`src/rtl/spi_a2d_if.sv`:
```
// ----------------------------------------------------------------------------
// spi_a2d_if
//   Transaction handshake between the A2D command sequencer and the SPI master.
//
//   spi_wrt      1   one-cycle transaction request (sequencer -> SPI master)
//   spi_cmd     16   command word, held stable between requests
//   spi_done     1   transaction complete (SPI master -> sequencer)
//   spi_rd_data 16   word shifted in by the SPI master, valid with spi_done
//
//   Modports: master = sequencer side, slave = SPI master side.
// ----------------------------------------------------------------------------
interface spi_a2d_if;
  logic        spi_wrt;
  logic [15:0] spi_cmd;
  logic        spi_done;
  logic [15:0] spi_rd_data;

  modport master (
    output spi_wrt,
    output spi_cmd,
    input  spi_done,
    input  spi_rd_data
  );

  modport slave (
    input  spi_wrt,
    input  spi_cmd,
    output spi_done,
    output spi_rd_data
  );
endinterface

```
`src/rtl/spi_a2d_sequencer.sv`:
```
// ----------------------------------------------------------------------------
// spi_a2d_sequencer
//   Round-robin conversion sequencer for an 8-channel SPI A2D. Each round
//   issues NUM_CH+1 transactions; transaction k sends the command for channel
//   k and returns the result of channel k-1 (the A2D is pipelined by one
//   conversion), so the final transaction is a dummy on channel 0 that only
//   collects the last result. Rounds start on strt, or periodically every
//   PERIOD cycles while en is high. A missing spi_done aborts the round.
//
//   Ports
//     clk          system clock, rising edge
//     rst          synchronous active-high reset
//     en           continuous sampling enable
//     strt         single-round start pulse (ignored while busy)
//     spi          spi_a2d_if.master: spi_wrt / spi_cmd / spi_done / spi_rd_data
//     res_vld      one-cycle result valid
//     res_ch       channel of res_data
//     res_data     12-bit conversion result
//     rnd_done     one-cycle pulse, full round complete
//     busy         round in progress
//     err          one-cycle pulse on spi_done timeout
//
//   Parameters
//     NUM_CH   channels per round, 1..8
//     GAP_CYC  idle cycles between spi_done and the next spi_wrt
//     TIMEOUT  cycles after spi_wrt at which err pulses if no spi_done (>= 2)
//     PERIOD   cycles between round starts in continuous mode (>= 1)
// ----------------------------------------------------------------------------
module spi_a2d_sequencer #(
  parameter int NUM_CH  = 8,
  parameter int GAP_CYC = 4,
  parameter int TIMEOUT = 4096,
  parameter int PERIOD  = 50000
) (
  input  logic        clk,
  input  logic        rst,
  input  logic        en,
  input  logic        strt,
  spi_a2d_if.master   spi,
  output logic        res_vld,
  output logic [2:0]  res_ch,
  output logic [11:0] res_data,
  output logic        rnd_done,
  output logic        busy,
  output logic        err
);

  localparam int KW = $clog2(NUM_CH + 2);
  localparam int TW = $clog2(TIMEOUT + 1);
  localparam int GW = (GAP_CYC > 1) ? $clog2(GAP_CYC) : 1;
  localparam int PW = $clog2(PERIOD + 1);

  localparam logic [KW-1:0] K_LAST   = KW'(NUM_CH);
  localparam logic [TW-1:0] TMO_LAST = TW'(TIMEOUT - 1);
  localparam logic [GW-1:0] GAP_LAST = GW'((GAP_CYC > 0) ? GAP_CYC - 1 : 0);
  localparam logic [PW-1:0] PER_LOAD = PW'(PERIOD - 1);

  typedef enum logic [1:0] {
    IDLE,
    ISSUE,
    WAIT_DONE,
    GAP
  } state_t;

  state_t        state, state_nxt;
  logic [KW-1:0] k, k_nxt;
  logic [TW-1:0] tmo_cnt;
  logic [GW-1:0] gap_cnt;
  logic [PW-1:0] per_cnt;
  logic [2:0]    ch_nxt;
  logic          rnd_start;
  logic          done_acc;
  logic          tmo_hit;

  // Only the low 12 bits of the returned word carry the conversion.
  logic unused_rd_hi;
  assign unused_rd_hi = ^spi.spi_rd_data[15:12];

  // The dummy transaction that closes a round addresses channel 0.
  assign ch_nxt = (k_nxt < K_LAST) ? 3'(k_nxt) : 3'd0;

  // ---- next-state / control decode ----
  always_comb begin
    state_nxt = state;
    k_nxt     = k;
    rnd_start = 1'b0;
    done_acc  = 1'b0;
    tmo_hit   = 1'b0;
    case (state)
      IDLE: begin
        if (strt || (en && (per_cnt == '0))) begin
          state_nxt = ISSUE;
          k_nxt     = '0;
          rnd_start = 1'b1;
        end
      end
      ISSUE: begin
        state_nxt = WAIT_DONE;
      end
      WAIT_DONE: begin
        // A done arriving on the terminal-count cycle is still accepted.
        if (spi.spi_done) begin
          done_acc = 1'b1;
          if (k == K_LAST) begin
            state_nxt = IDLE;
            k_nxt     = '0;
          end else begin
            k_nxt     = k + KW'(1);
            state_nxt = (GAP_CYC == 0) ? ISSUE : GAP;
          end
        end else if (tmo_cnt == TMO_LAST) begin
          tmo_hit   = 1'b1;
          state_nxt = IDLE;
          k_nxt     = '0;
        end
      end
      GAP: begin
        if (gap_cnt == GAP_LAST) begin
          state_nxt = ISSUE;
        end
      end
      default: begin
        state_nxt = IDLE;
        k_nxt     = '0;
      end
    endcase
  end

  // ---- registered state, counters and outputs ----
  always_ff @(posedge clk) begin
    if (rst) begin
      state           <= IDLE;
      k               <= '0;
      tmo_cnt         <= '0;
      gap_cnt         <= '0;
      per_cnt         <= '0;
      spi.spi_wrt     <= 1'b0;
      spi.spi_cmd     <= 16'h0000;
      res_vld         <= 1'b0;
      res_ch          <= 3'd0;
      res_data        <= 12'h000;
      rnd_done        <= 1'b0;
      busy            <= 1'b0;
      err             <= 1'b0;
    end else begin
      state       <= state_nxt;
      k           <= k_nxt;
      spi.spi_wrt <= (state_nxt == ISSUE);
      busy        <= (state_nxt != IDLE);
      res_vld     <= done_acc && (k != '0);
      rnd_done    <= done_acc && (k == K_LAST);
      err         <= tmo_hit;

      if (state_nxt == ISSUE) begin
        spi.spi_cmd <= {2'b00, ch_nxt, 11'h000};
      end

      // Result of transaction k belongs to channel k-1; k=0 returns stale data.
      if (done_acc && (k != '0)) begin
        res_ch   <= 3'(k - KW'(1));
        res_data <= spi.spi_rd_data[11:0];
      end

      // tmo_cnt equals cycles elapsed since spi_wrt while in WAIT_DONE,
      // so err lands exactly TIMEOUT cycles after the request.
      if (state == ISSUE) begin
        tmo_cnt <= TW'(1);
      end else if (state == WAIT_DONE) begin
        tmo_cnt <= tmo_cnt + TW'(1);
      end

      if (state == GAP) begin
        gap_cnt <= gap_cnt + GW'(1);
      end else begin
        gap_cnt <= '0;
      end

      // Reaching zero mid-round holds, giving a back-to-back restart.
      if (rnd_start) begin
        per_cnt <= PER_LOAD;
      end else if (en && (per_cnt != '0)) begin
        per_cnt <= per_cnt - PW'(1);
      end
    end
  end

endmodule

```
`src/flat_wrapper.sv`:
```
// flat-port wrapper written by rule: the top's interface ports become plain ports
module spi_a2d_sequencer_flat 
#(
  parameter int NUM_CH  = 8,
  parameter int GAP_CYC = 4,
  parameter int TIMEOUT = 4096,
  parameter int PERIOD  = 50000
)
  (clk, rst, en, strt, res_vld, res_ch, res_data, rnd_done, busy, err, spi_spi_wrt, spi_spi_cmd, spi_spi_done, spi_spi_rd_data);
  spi_a2d_if spi_i ();
  input  logic clk;
  input  logic rst;
  input  logic en;
  input  logic strt;
  output logic res_vld;
  output logic [2:0] res_ch;
  output logic [11:0] res_data;
  output logic rnd_done;
  output logic busy;
  output logic err;
  output wire logic [$bits(spi_i.spi_wrt)-1:0] spi_spi_wrt;
  output wire logic [$bits(spi_i.spi_cmd)-1:0] spi_spi_cmd;
  input wire logic [$bits(spi_i.spi_done)-1:0] spi_spi_done;
  input wire logic [$bits(spi_i.spi_rd_data)-1:0] spi_spi_rd_data;
  assign spi_spi_wrt = spi_i.spi_wrt;
  assign spi_spi_cmd = spi_i.spi_cmd;
  assign spi_i.spi_done = spi_spi_done;
  assign spi_i.spi_rd_data = spi_spi_rd_data;
  spi_a2d_sequencer #(.NUM_CH(NUM_CH), .GAP_CYC(GAP_CYC), .TIMEOUT(TIMEOUT), .PERIOD(PERIOD)) u_core (.clk(clk), .rst(rst), .en(en), .strt(strt), .spi(spi_i), .res_vld(res_vld), .res_ch(res_ch), .res_data(res_data), .rnd_done(rnd_done), .busy(busy), .err(err));
endmodule
```
`config.mk`:
```
export PLATFORM = sky130hd
export DESIGN_NAME = spi_a2d_sequencer_flat
export DESIGN_NICKNAME = d
export VERILOG_FILES = /design/src/rtl/spi_a2d_if.sv /design/src/rtl/spi_a2d_sequencer.sv /design/src/flat_wrapper.sv
export SDC_FILE = /design/constraint.sdc
export NUM_CORES = 1
export LEC_CHECK = 0
export BUFFER_PORTS_ARGS = -buffer_cell sky130_fd_sc_hd__buf_2
export CAP_MARGIN = 20
export CORE_MARGIN = 4
export CORE_UTILIZATION = 51
export CTS_BUF_LIST = sky130_fd_sc_hd__clkbuf_8
export DETAILED_ROUTE_END_ITERATION = 12
export PLACE_DENSITY = 0.76
export SLEW_MARGIN = 25
export SYNTH_ARGS = -nofsm -noshare
export SYNTH_HDL_FRONTEND = slang
export SYNTH_SLANG_ARGS = --single-unit
```
`constraint.sdc`:
```
create_clock -name clk -period 1.9 [get_ports clk]
set_input_delay 0 -clock clk [delete_from_list [all_inputs] [get_ports clk]]
set_output_delay 0 -clock clk [all_outputs]
set_load 0.1 [all_outputs]
```
Word-level counts from Yosys, hierarchy flattened
Index checks and enable logic that the tools add are counted.
{"block": "totals", "register_bits": 60, "input_bits": 21, "out_inout_bits": 36}
{"block": "classes", "addsub": 5, "order_cmp": 1, "n_eq_ne": 7, "n_mux": 21, "bitwise": 2, "reduce_logical": 16}
{"cell": "two-way mux 16 bit", "count": 2}
{"cell": "logical NOT 16 bit", "count": 1}
{"cell": "two-way mux 4 bit", "count": 4}
{"cell": "nonzero test 16 bit", "count": 1}
{"cell": "subtractor 16 x 1 -> 16 bit (second input constant)", "count": 1}
{"cell": "adder 13 x 1 -> 13 bit (second input constant)", "count": 1}
{"cell": "== test 13 x 12 -> 1 bit (second input constant)", "count": 1}
{"cell": "two-way mux 2 bit", "count": 5}
{"cell": "one-hot mux 2 bit (4 select lines)", "count": 1}
{"cell": "one-hot mux 4 bit (2 select lines)", "count": 1}
{"cell": "two-way mux 1 bit", "count": 7}
{"cell": "== test 2 bit (second input constant)", "count": 3}
{"cell": "nonzero test 2 bit", "count": 3}
{"cell": "OR reduction 2 bit", "count": 3}
{"cell": "adder 4 x 1 -> 4 bit (second input constant)", "count": 1}
{"cell": "== test 2 x 1 -> 1 bit (second input constant)", "count": 2}
{"cell": "== test 4 bit (second input constant)", "count": 1}
{"cell": "logical AND 1 bit", "count": 4}
{"cell": "< comparator 4 bit (second input constant)", "count": 1}
{"cell": "nonzero test 4 bit", "count": 1}
{"cell": "two-way mux 3 bit", "count": 1}
{"cell": "OR reduction 3 bit", "count": 1}
{"cell": "subtractor 3 x 1 -> 3 bit (second input constant)", "count": 1}
{"cell": "adder 2 x 1 -> 2 bit (second input constant)", "count": 1}
{"cell": "3 further kinds", "count": 4}

Depth between registers and ports, before layout
Gate-level depths: netlist of run 1.
{"block": "logic_depth", "depth_word": 7, "ltp_mapped": 9}

Worst setup path after synthesis of run 1
No wires, ideal clock.
{"block": "synth_timing", "path_kind": "reg-to-reg", "startpoint": "register u_core.k[0]", "endpoint": "register u_core.spi.spi_cmd[12]", "setup_time_ns": 0.117, "t_arrival_ns": 1.783, "t_required_ns": 1.783, "slack_ns": -0.001, "path_stages_with_launch": 8, "cell_sequence": "dfxtp_1 -> inv_1 -> ha_1 -> or3b_2 -> a21oi_1 -> a21oi_4 -> and3b_1 -> a32o_1"}
{"block": "synth_between", "elab_chain_len": 6, "word_cells_on_any_way": 13, "cone_classes": "1 x add/sub; 1 x order compare; 2 x eq/ne; 9 x mux"}
{"item": "from (decl)", "line_no": "spi_a2d_sequencer.sv:66", "source": "logic [KW-1:0] k, k_nxt;"}
{"item": "from (signal assigned)", "line_no": "spi_a2d_sequencer.sv:147", "source": "k <= k_nxt;"}
{"item": "adder 4 x 1 -> 4 bit or == test 4 bit (tied branches)", "line_no": "spi_a2d_sequencer.sv:108, spi_a2d_sequencer.sv:104"}
{"item": "two-way mux 4 bit", "line_no": "spi_a2d_sequencer.sv:104", "source": "if (k == K_LAST) begin"}
{"item": "two-way mux 4 bit", "line_no": "spi_a2d_sequencer.sv:102", "source": "if (spi.spi_done) begin"}
{"item": "one-hot mux 4 bit (2 select lines)", "line_no": "spi_a2d_sequencer.sv:89", "source": "case (state)"}
{"item": "< comparator 4 bit", "line_no": "spi_a2d_sequencer.sv:80", "source": "assign ch_nxt = (k_nxt < K_LAST) ? 3'(k_nxt) : 3'd0;"}
{"item": "two-way mux 3 bit", "line_no": "spi_a2d_sequencer.sv:80"}
{"item": "to (signal assigned)", "line_no": "spi_a2d_sequencer.sv:155", "source": "spi.spi_cmd <= {2'b00, ch_nxt, 11'h000};"}
{"item": "to (decl)", "line_no": "spi_a2d_if.sv:20", "source": "output spi_cmd,"}
Parallel ways exist; a longest one is shown, timed or not.
A chain may end at the register's enable or synchronous reset.

Worst setup path after layout of run 1
{"block": "layout_timing", "startpoint": "register u_core.tmo_cnt[0]", "endpoint": "register u_core.spi.spi_cmd[12]"}
{"block": "layout_between", "elab_chain_len": 6, "word_cells_on_any_way": 10, "cone_classes": "1 x order compare; 2 x eq/ne; 7 x mux"}
{"item": "from (decl)", "line_no": "spi_a2d_sequencer.sv:67", "source": "logic [TW-1:0] tmo_cnt;"}
{"item": "from (signal assigned)", "line_no": "spi_a2d_sequencer.sv:169", "source": "tmo_cnt <= tmo_cnt + TW'(1);"}
{"item": "== test 13 x 12 -> 1 bit (*)", "line_no": "spi_a2d_sequencer.sv:111", "source": "end else if (tmo_cnt == TMO_LAST) begin"}
{"item": "two-way mux 4 bit", "line_no": "spi_a2d_sequencer.sv:111"}
{"item": "two-way mux 4 bit", "line_no": "spi_a2d_sequencer.sv:102"}
{"item": "one-hot mux 4 bit (2 select lines)", "line_no": "spi_a2d_sequencer.sv:89"}
{"item": "< comparator 4 bit", "line_no": "spi_a2d_sequencer.sv:80"}
{"item": "two-way mux 3 bit", "line_no": "spi_a2d_sequencer.sv:80"}
Mark *: on every way between the ends. The rest lies on a longest branch, timed or not.

==> results of run 1 <==
worst paths after layout:
check	startpoint	end	slack [ps]	cells past startpoint
max	u_core.tmo_cnt[0]	u_core.spi.spi_cmd[12]	-60	7
min	rst	u_core.k[3]	-50	2
max reg2reg	u_core.tmo_cnt[0]	u_core.spi.spi_cmd[12]	-60	7
min reg2reg	u_core.gap_cnt[0]	u_core.gap_cnt[0]	430	1
cells by family after synthesis:
group           count (synthesis)  synth area share, %
buf+inv                        34                 6.50
mux                             4                 1.44
compound gates                 56                 13.0
flops                          60                 43.3
simple gates                  128                 24.0
other cells                     1                0.135
xor+xnor                       24                 7.58
fa+ha+maj                       9                 4.06
final cells by class:
| cell class | instances | area, sq um | area share (%) |
|---|---|---|---|
| sequential | 60 | 1210 | 32.7 |
| tap | 70 | 87.6 | 2.37 |
| multi-input combinational | 234 | 1520 | 41.0 |
| timing repair buffer | 88 | 598 | 16.2 |
| clock inverter | 7 | 116 | 3.15 |
| inverter | 12 | 45.0 | 1.22 |
| clock buffer | 9 | 124 | 3.35 |
metrics by stage:
step	TNS [ps]	area (sq um)	setup slack [ps]	cells	hold slack, ps
2_1_floorplan	0	2820	18.5	328	76.7
3_3_place_gp	0	3190	2.06	444	240
3_5_place_dp	-129	3190	-98.5	444	247
4_1_cts	-19.2	3600	-19.2	475	-59.1
5_1_grt	-396	3700	-135	480	-43.7
6_report	-86.0	3700	-58.9	480	-46.9
routing by layer:
metal  vias to the layer above  wire length [microns]  global-route usage, %
met2                        76                   3190                   34.8
met3                        13                    342                   5.04
met4                         0                    146                   10.6
met1                      1158                   2870                   24.9
met5                         -                      0                      0
li1                       1232                      -                      -
flip-flops by register name, indices dropped and copies added, names as in the netlist:
signal              count
u_core.rnd_done         1
u_core.per_cnt         16
u_core.spi.spi_cmd      3
u_core.state            2
u_core.tmo_cnt         13
u_core.k                4
u_core.err              1
u_core.spi.spi_wrt      1
u_core.gap_cnt          2
u_core.busy             1
u_core.res_data        12
u_core.res_ch           3
u_core.res_vld          1
worst max-delay path, cell delays in order (launching register included):
cell,delay [ps]
dfxtp_2,360
ha_4,130
nand4_1,170
o311a_1,420
a211o_1,300
a32oi_1,180
nor2_1,80
a32o_1,210
cell usage after synthesis (2+ instances only):
cell      instances
dfxtp_1          60
nor2_1           43
nand2_1          42
a21oi_1          31
buf_4            13
xor2_1           13
inv_1            12
xnor2_1          11
ha_1              9
nand3_1           7
clkbuf_1          6
nand4_1           6
o21ai_0           5
mux2i_1           4
buf_2             3
nand2b_1          3
nor3_1            3
nor4_4            3
a211oi_1          2
a31oi_1           2
and3_1            2
and3b_1           2
and4_1            2
nand3b_1          2
power by group through the flow:
stage / clock network, mW / logic (mW) / registers [mW]
after floorplan: 0 / 0.537 / 1.50
after global placement: 0 / 0.793 / 1.42
after detailed placement: 0 / 0.806 / 1.42
after CTS: 1.40 / 0.838 / 1.39
after global routing: 1.45 / 0.991 / 1.41
final: 1.38 / 0.912 / 1.40
repair_timing:
| action | CTS | global route |
|---|---|---|
| pin swaps | 5 | 16 |
| gates cloned | 0 | 0 |
| hold endpoints to repair | 17 | 4 |
| endpoints found under the setup margin | 3 | 29 |
| buffers inserted | 1 | 5 |
| resized for setup | 5 | 18 |
==> summary by stage, run 1 <==
Run status
The flow ran to the end, but the final reports show violations. The checks that failed: negative hold slack, negative setup slack.

Placement
At the end of routability-driven placement, the weighted congestion stood at between 0.8 and 0.9. The placed wire-length estimate is 4130 microns. During placement, the flow inserted port buffers numbering 39.

Clocking
In this run, post-CTS hold repair placed 14 buffers. The later-pin clock latency in the skew report is 340 ps. Buffers inserted during clock tree synthesis total 9. The maximum buffer depth of the clock tree is 2.

TritonCTS built the clock tree. The cell at the root of the clock tree is clkbuf_8. The clock net in this run drives a total of 60 sinks.

The H-tree was split into 3 levels. The clock slew at the register clock pins of the worst setup and hold paths is 70 ps.

Synth
Sorting the synthesized cells by area gives the leading types as dfxtp_1 43%, nor2_1 5.8%, nand2_1 5.7%. The fraction of the yosys area taken by sequential cells is 43.3%. The number of instances in the synthesized netlist is ~320. The share of flip-flops with an asynchronous set or reset is 0%. Synthesis inferred 60 register bits. Summed over its instances, the top area cell type makes up 43.3% of the synthesized netlist area. After synthesis, the mean cell area works out to between 8 and 9 sq um. Counting flops with a built-in enable in the synthesized netlist gives 0.

The number of warning messages in the yosys log is 0. The total standard cell area after synthesis is 2770 sq um. The biggest area contributor in the post-synthesis netlist is dfxtp_1.

Synthesis instantiated 54 different standard cells from the library. The primary flip-flop cell chosen by synthesis mapping is dfxtp_1.

Final layout
From synthesis to final layout, the design area changed by 33.4%. The utilization after layout is 71.5%. Cells with a size suffix above 1 make up 29.0% of the layout. The final-layout fill cell count is between 300 and 400. Leaving out fill and tap cells, the most frequent cell in the layout is dfxtp_1. The top cell types in the final layout, fill and taps aside, are 53 x dfxtp_1, 43 x nor2_1, 42 x nand2_1. The repair_antennas step left the layout with diodes totalling 0. The total number of nets in the final design is 435.

Worst hold path
The min-delay analysis places its worst path in the category in2reg.

Global routing
Entering global routing, the biggest net connects 30 pins. The via count of the first global-routing pass was 2,440. The global-route wire length before repair is 10,700 microns.

The number of antenna violations at the first check in global routing was 0. The total overflow left after global routing is 0. In the global route stage, overall resource usage came out at 20.9%.

Critical path
The data required time of the worst path is approximately 2100 ps. The maximum net fanout on the critical path is 3. The arrival time of the worst setup path is around 2200 ps. STA classifies the critical path endpoint as a flip-flop. The worst setup path is launched from a flip-flop.

The type of the worst setup path is reg2reg.

Power and ir drop
The internal power of the cells totals 2.56 mW. The clock share of power is 37.4%. Net switching is 30.9% of the power. IR analysis of the VDD net gives a maximum drop of 0.568 mV. The share of total power dissipated in combinational logic is 24.7%.

The total leakage power is roughly 1.5 nW. Power spread over the standard cell area amounts to 1000 nW/um^2. The sequential cell fraction of total power is 38.0%.

Summing internal, switching and leakage power gives ~3.7 mW. In this run the power spent charging and discharging nets is roughly 1.1 mW.

Timing
The setup slack after layout is -58.9 ps. The final number of max-transition violations was 0. The clock skew after layout is 7.57 ps. The fmax is 0.510 GHz. The post-route minimum period is 1960 ps.

The count of endpoints failing hold in the final timing report is 4. The smallest hold slack is -46.9 ps. Setup violations remaining at the end of the flow were counted as 2.

Setup repair after global routing could not meet its margin everywhere. The share of the cycle needed by the critical path after routing is 103%.

Floorplan
The chip width is a little over 80 microns. The total area inside the core boundary comes to roughly 5200 sq um. The die outline height is 81.7 microns.

Row generation in the floorplan step produced 26 rows. The effective utilization at floorplan is between 50% and 60%. The area of the die is about 6700 sq um. The number of top-level design ports is 57.

Job
The max-capacitance violation count is 0.

Routing
The count of nets left with antenna violations once routing finished came out at 0. Detailed routing inserted a total of between 2k and 2.5k vias. For this run, the detailed router's first-pass iteration total came to 4. The violation count after the first detailed-routing iteration is roughly 120. In the final routed layout, each cell accounts on average for 13.6 microns. The ratio of routed vias to standard cells is 5.16.

The post-detailed-routing wire length is approximately 6500 microns. In the routed design, unresolved DRC markers number 0.
(Power assumes the default switching activity.)
==> run 2, diff against run 1 <==
--- a/config.mk
+++ b/config.mk
@@ -5,10 +5,11 @@
 export SDC_FILE = /design/constraint.sdc
 export NUM_CORES = 1
 export LEC_CHECK = 0
+export ABC_AREA = 1
 export BUFFER_PORTS_ARGS = -buffer_cell sky130_fd_sc_hd__buf_2
 export CAP_MARGIN = 20
 export CORE_MARGIN = 4
-export CORE_UTILIZATION = 51
+export CORE_UTILIZATION = 52
 export CTS_BUF_LIST = sky130_fd_sc_hd__clkbuf_8
 export DETAILED_ROUTE_END_ITERATION = 12
 export PLACE_DENSITY = 0.76
==> summary by stage, run 2 <==
Final layout
The area of combinational cells with multiple inputs is 1580 sq um (+4.0%). The final-layout fill cell count is 476 (+23%). The final design area excluding fillers is 3700 sq um (+0.10%). The flip-flop count of the largest register, all copies and words added came to 16 (unchanged).

The library cells used most frequently in the layout, excluding fill and tap cells, are 73 x nor2_1, 66 x nand2_1, 58 x dfxtp_1. The fraction of final layout cells with drive strength greater than 1 is 23.1% (-5.9 points). The largest registers in the layout are u_core.per_cnt (16), u_core.tmo_cnt (13), u_core.res_data (12). The area growth from synthesis to layout is 20.7%.

The utilization after layout is 66.0% (-5.5 points). The storage element area is 1200 sq um (-0.52%). The register with the most flip-flops is u_core.per_cnt.

The total number of nets in the final design is 519 (+19%). The most common cell after layout, fill and taps aside is nor2_1.

Global routing
The global-route wire length before repair is 11,700 microns (+9.4%). The total congestion overflow is 0 (unchanged). The number of antenna violations at the first check in global routing is 0 (unchanged). The via count of the first global-routing pass was 2,726 (+12%). The pin count of the biggest net entering global routing came to 19 (-37%). The global routing usage summed across all routing layers was 20.3% (-0.60 points).

Synth
The number of unique standard cell types used by synthesis is 34 (-37%). The adder-cell share of the synthesized area is 3.67% (-0.39 points). The primary flip-flop cell chosen by synthesis mapping is dfxtp_1. The proportion of netlist area held by the largest area contributor is 39.2% (-4.2 points). The dominant combinational cell family by area after synthesis is simple AND/OR/NAND/NOR gates. The total standard cell area after synthesis was 3070 sq um (+11%). The simple-gate share of the synthesized area was 33.1% (+9.1 points). The commonest cells after synthesis are 73 x nor2_1, 66 x nand2_1, 60 x dfxtp_1, 43 x inv_1, 28 x o21ai_0. The number of instances in the synthesized netlist is 424 (+34%). The share of the synthesized netlist area taken by xor and xnor gates is 1.71% (-5.9 points).

The number of warning messages in the yosys log is 0 (unchanged). The most common cell in the synthesized netlist is nor2_1. The number of synthesized flops with an enable pin is 0 (unchanged). The post-synthesis average cell area is 7.24 sq um (-18%). The multiplexer share of the synthesized area came to 0% (-1.4 points). After synthesis, the cell types taking the most area are dfxtp_1 39%, nor2_1 8.9%, nand2_1 8.1%. The share of flip-flops with an asynchronous set or reset is 0% (unchanged). The post-synthesis compound-gate area fraction is 10.7% (-2.3 points). The cell taking the most area after synthesis is dfxtp_1. The fraction of the yosys area taken by sequential cells is 39.2% (-4.2 points). The synthesis-stage register bit count was 60 (unchanged).

Placement
The weighted congestion reported at the end of routability-driven placement is 0.798 (-3.2%). The pre-CTS worst setup slack is 88.3 ps (+187 ps). The number of buffers inserted by port buffering is 39 (unchanged).

The area after detailed placement is 3310 sq um (+3.8%). The placed wire-length estimate came to 4840 microns (+17%).

Routing
The remaining number of nets flagged by the antenna check after routing is 0 (unchanged). The violation count after the first detailed-routing iteration is 133 (+14%). The ratio of routed vias to standard cells is 5.00 (-3.1%). The average wire per standard cell came to 12.6 microns (-7.4%).

The via count is 2,832 (+14%). The post-detailed-routing wire length is 7150 microns (+9.2%). The first-pass detailed-route iteration total is 4 (unchanged). The remaining routing DRC violations is 0 (unchanged).

Timing
The post-route minimum period is 1750 ps (-214 ps). The share of the cycle needed by the critical path after routing came to 91.8% (-11 points). The number of setup violations in the final report came to 0 (-2). The count of endpoints failing hold in the final timing report is 0 (-4). The fmax came to 0.573 GHz (+12%). The clock skew after layout is 8.06 ps (+0.492 ps). The setup slack after layout is 155 ps (+214 ps). The aggregate negative setup slack came to 0 ps (+86.0 ps). The final number of max-transition violations is 0 (unchanged).

Critical path
The most repeated library cell on the critical path is nand2_1. The type of the worst setup path is reg2reg. The type of element launching the critical path is a flip-flop. The maximum net fanout on the critical path is 7 (+4). The arrival time of the worst setup path came to 1980 ps (-210 ps). The cell with the biggest individual delay on the critical path is dfxtp_1. STA classifies the critical path endpoint as a flip-flop. The data required time of the worst path is 2130 ps (about the same). The delay of the slowest cell on the worst path is 400 ps (-20 ps). The total buffers and inverters traversed by the critical path was 1 (+1). The signal on the critical path passes through ha_1, nand2_1, nor2_1, nand3_2, nand3_1, nand2_1, nand2_1, nand2_2, inv_2, nand2_2, nand2_1, o21ai_2. The family with the most delay on the worst path is simple AND/OR/NAND/NOR gates.

Floorplan
The effective utilization at floorplan came to 54.7% (+1.1 points). The die outline height was 84.8 microns (+3.8%). The area of the core was 5610 sq um (+8.4%). The cell row count is 27 (+3.8%). The area of the die is 7190 sq um (+7.7%). The chip width is 84.8 microns (+3.8%). The number of top-level design ports was 57 (unchanged).

Clocking
The deepest level of the CTS H-tree came to 3 (unchanged). The maximum buffer depth of the clock tree came to 2 (unchanged). TritonCTS built the clock tree.

The CTS buffer count is 9 (unchanged). The clock slew at the register clock pins of the worst setup and hold paths is 70 ps (about the same). The later-pin clock latency in the skew report is 330 ps (about the same). The count of clock tree sinks is 60 (unchanged). The tree is rooted in a clkbuf_8.

Power and ir drop
The total leakage power is 1.68 nW (+9.8%). The peak supply drop was 1.03 mV (+82%). The total power of the final layout came to 3.23 mW (-13%). The power per unit of standard cell area is 871 nW/um^2 (-13%).

Run status
The flow ran to the end, and the final reports show no timing, DRC or antenna violations.

Worst hold path
The type of the worst min-delay path is in2reg.

Job
The max-capacitance violation count is 0 (unchanged).
==> run 2: changes by cell type in the layout (fill, tap and decap cells not counted), sizes merged, moves of 4 or more <==
cell / previous run / this run
nor3: 3 / 11
o21ai: 8 / 33
nor4: 5 / 0
xnor2: 11 / 2
xor2: 13 / 4
nand3: 7 / 26
buf: 74 / 50
nand2: 42 / 80
inv: 13 / 53
mux2i: 4 / 0
nor2: 43 / 87
a21oi: 32 / 21
==> run 2: kinds of logic (layout without fill, tap and decap cells) <==
group,after synthesis,in the layout
buffers and inverters,74,131
flip-flops,60,60
adder cells (fa/ha/maj),9,9
other,1,14
AO/OA/AOI/OAI,61,61
AND/OR/NAND/NOR,213,213
XOR/XNOR,6,6
==> run 2: area by class of cell <==
type / instances / share of cell area (%)
multi-input cells: 302 / 42.6
flip-flops and latches: 60 / 32.5
repair buffers: 63 / 11.0
inverters: 53 / 5.51
clock buffers: 10 / 3.72
well taps: 72 / 2.43
clock inverters: 5 / 2.10
diodes: 1 / 0.0676
==> run 2: stage by stage <==
step	hold slack, ps	cells
CTS	38.7	562
global placement	248	534
global route	56.7	565
detailed placement	253	534
floorplan	112	436
finish	43.4	566
==> run 2: worst paths after layout <==
check | start | to | slack, ps | cells after the start
hold reg to reg | u_core.gap_cnt[0] | u_core.gap_cnt[0] | 430 | 1
setup / recovery | u_core.tmo_cnt[0] | u_core.spi.spi_cmd[13] | 150 | 12
hold / removal | rst | u_core.state[1] | 40 | 2
setup reg to reg | u_core.tmo_cnt[0] | u_core.spi.spi_cmd[13] | 150 | 12
==> run 2: timing repair <==
action / 4_1_cts / 5_1_grt
endpoints found under the setup margin: 0 / 12
setup buffers: 0 / 3
resized for setup: 0 / 6
hold endpoints to repair: 14 / 0
hold buffers: 13 / 0
==> run 2: routing by layer <==
metal | GRT usage [%] | share of wire [%] | up-vias
met1 | 22.6 | 41 | 1306
li1 | - | - | 1453
met5 | 0 | 0 | -
met2 | 36.0 | 52 | 54
met3 | 5.83 | 3.6 | 19
met4 | 8.49 | 2.5 | 0
==> run 2: power breakdown <==
group	internal [mW]	switching [mW]	leakage, nW	total [mW]
clock	0.762	0.491	0.114	1.25
combinational	0.181	0.441	1.08	0.623
sequential	1.30	0.0460	0.488	1.35
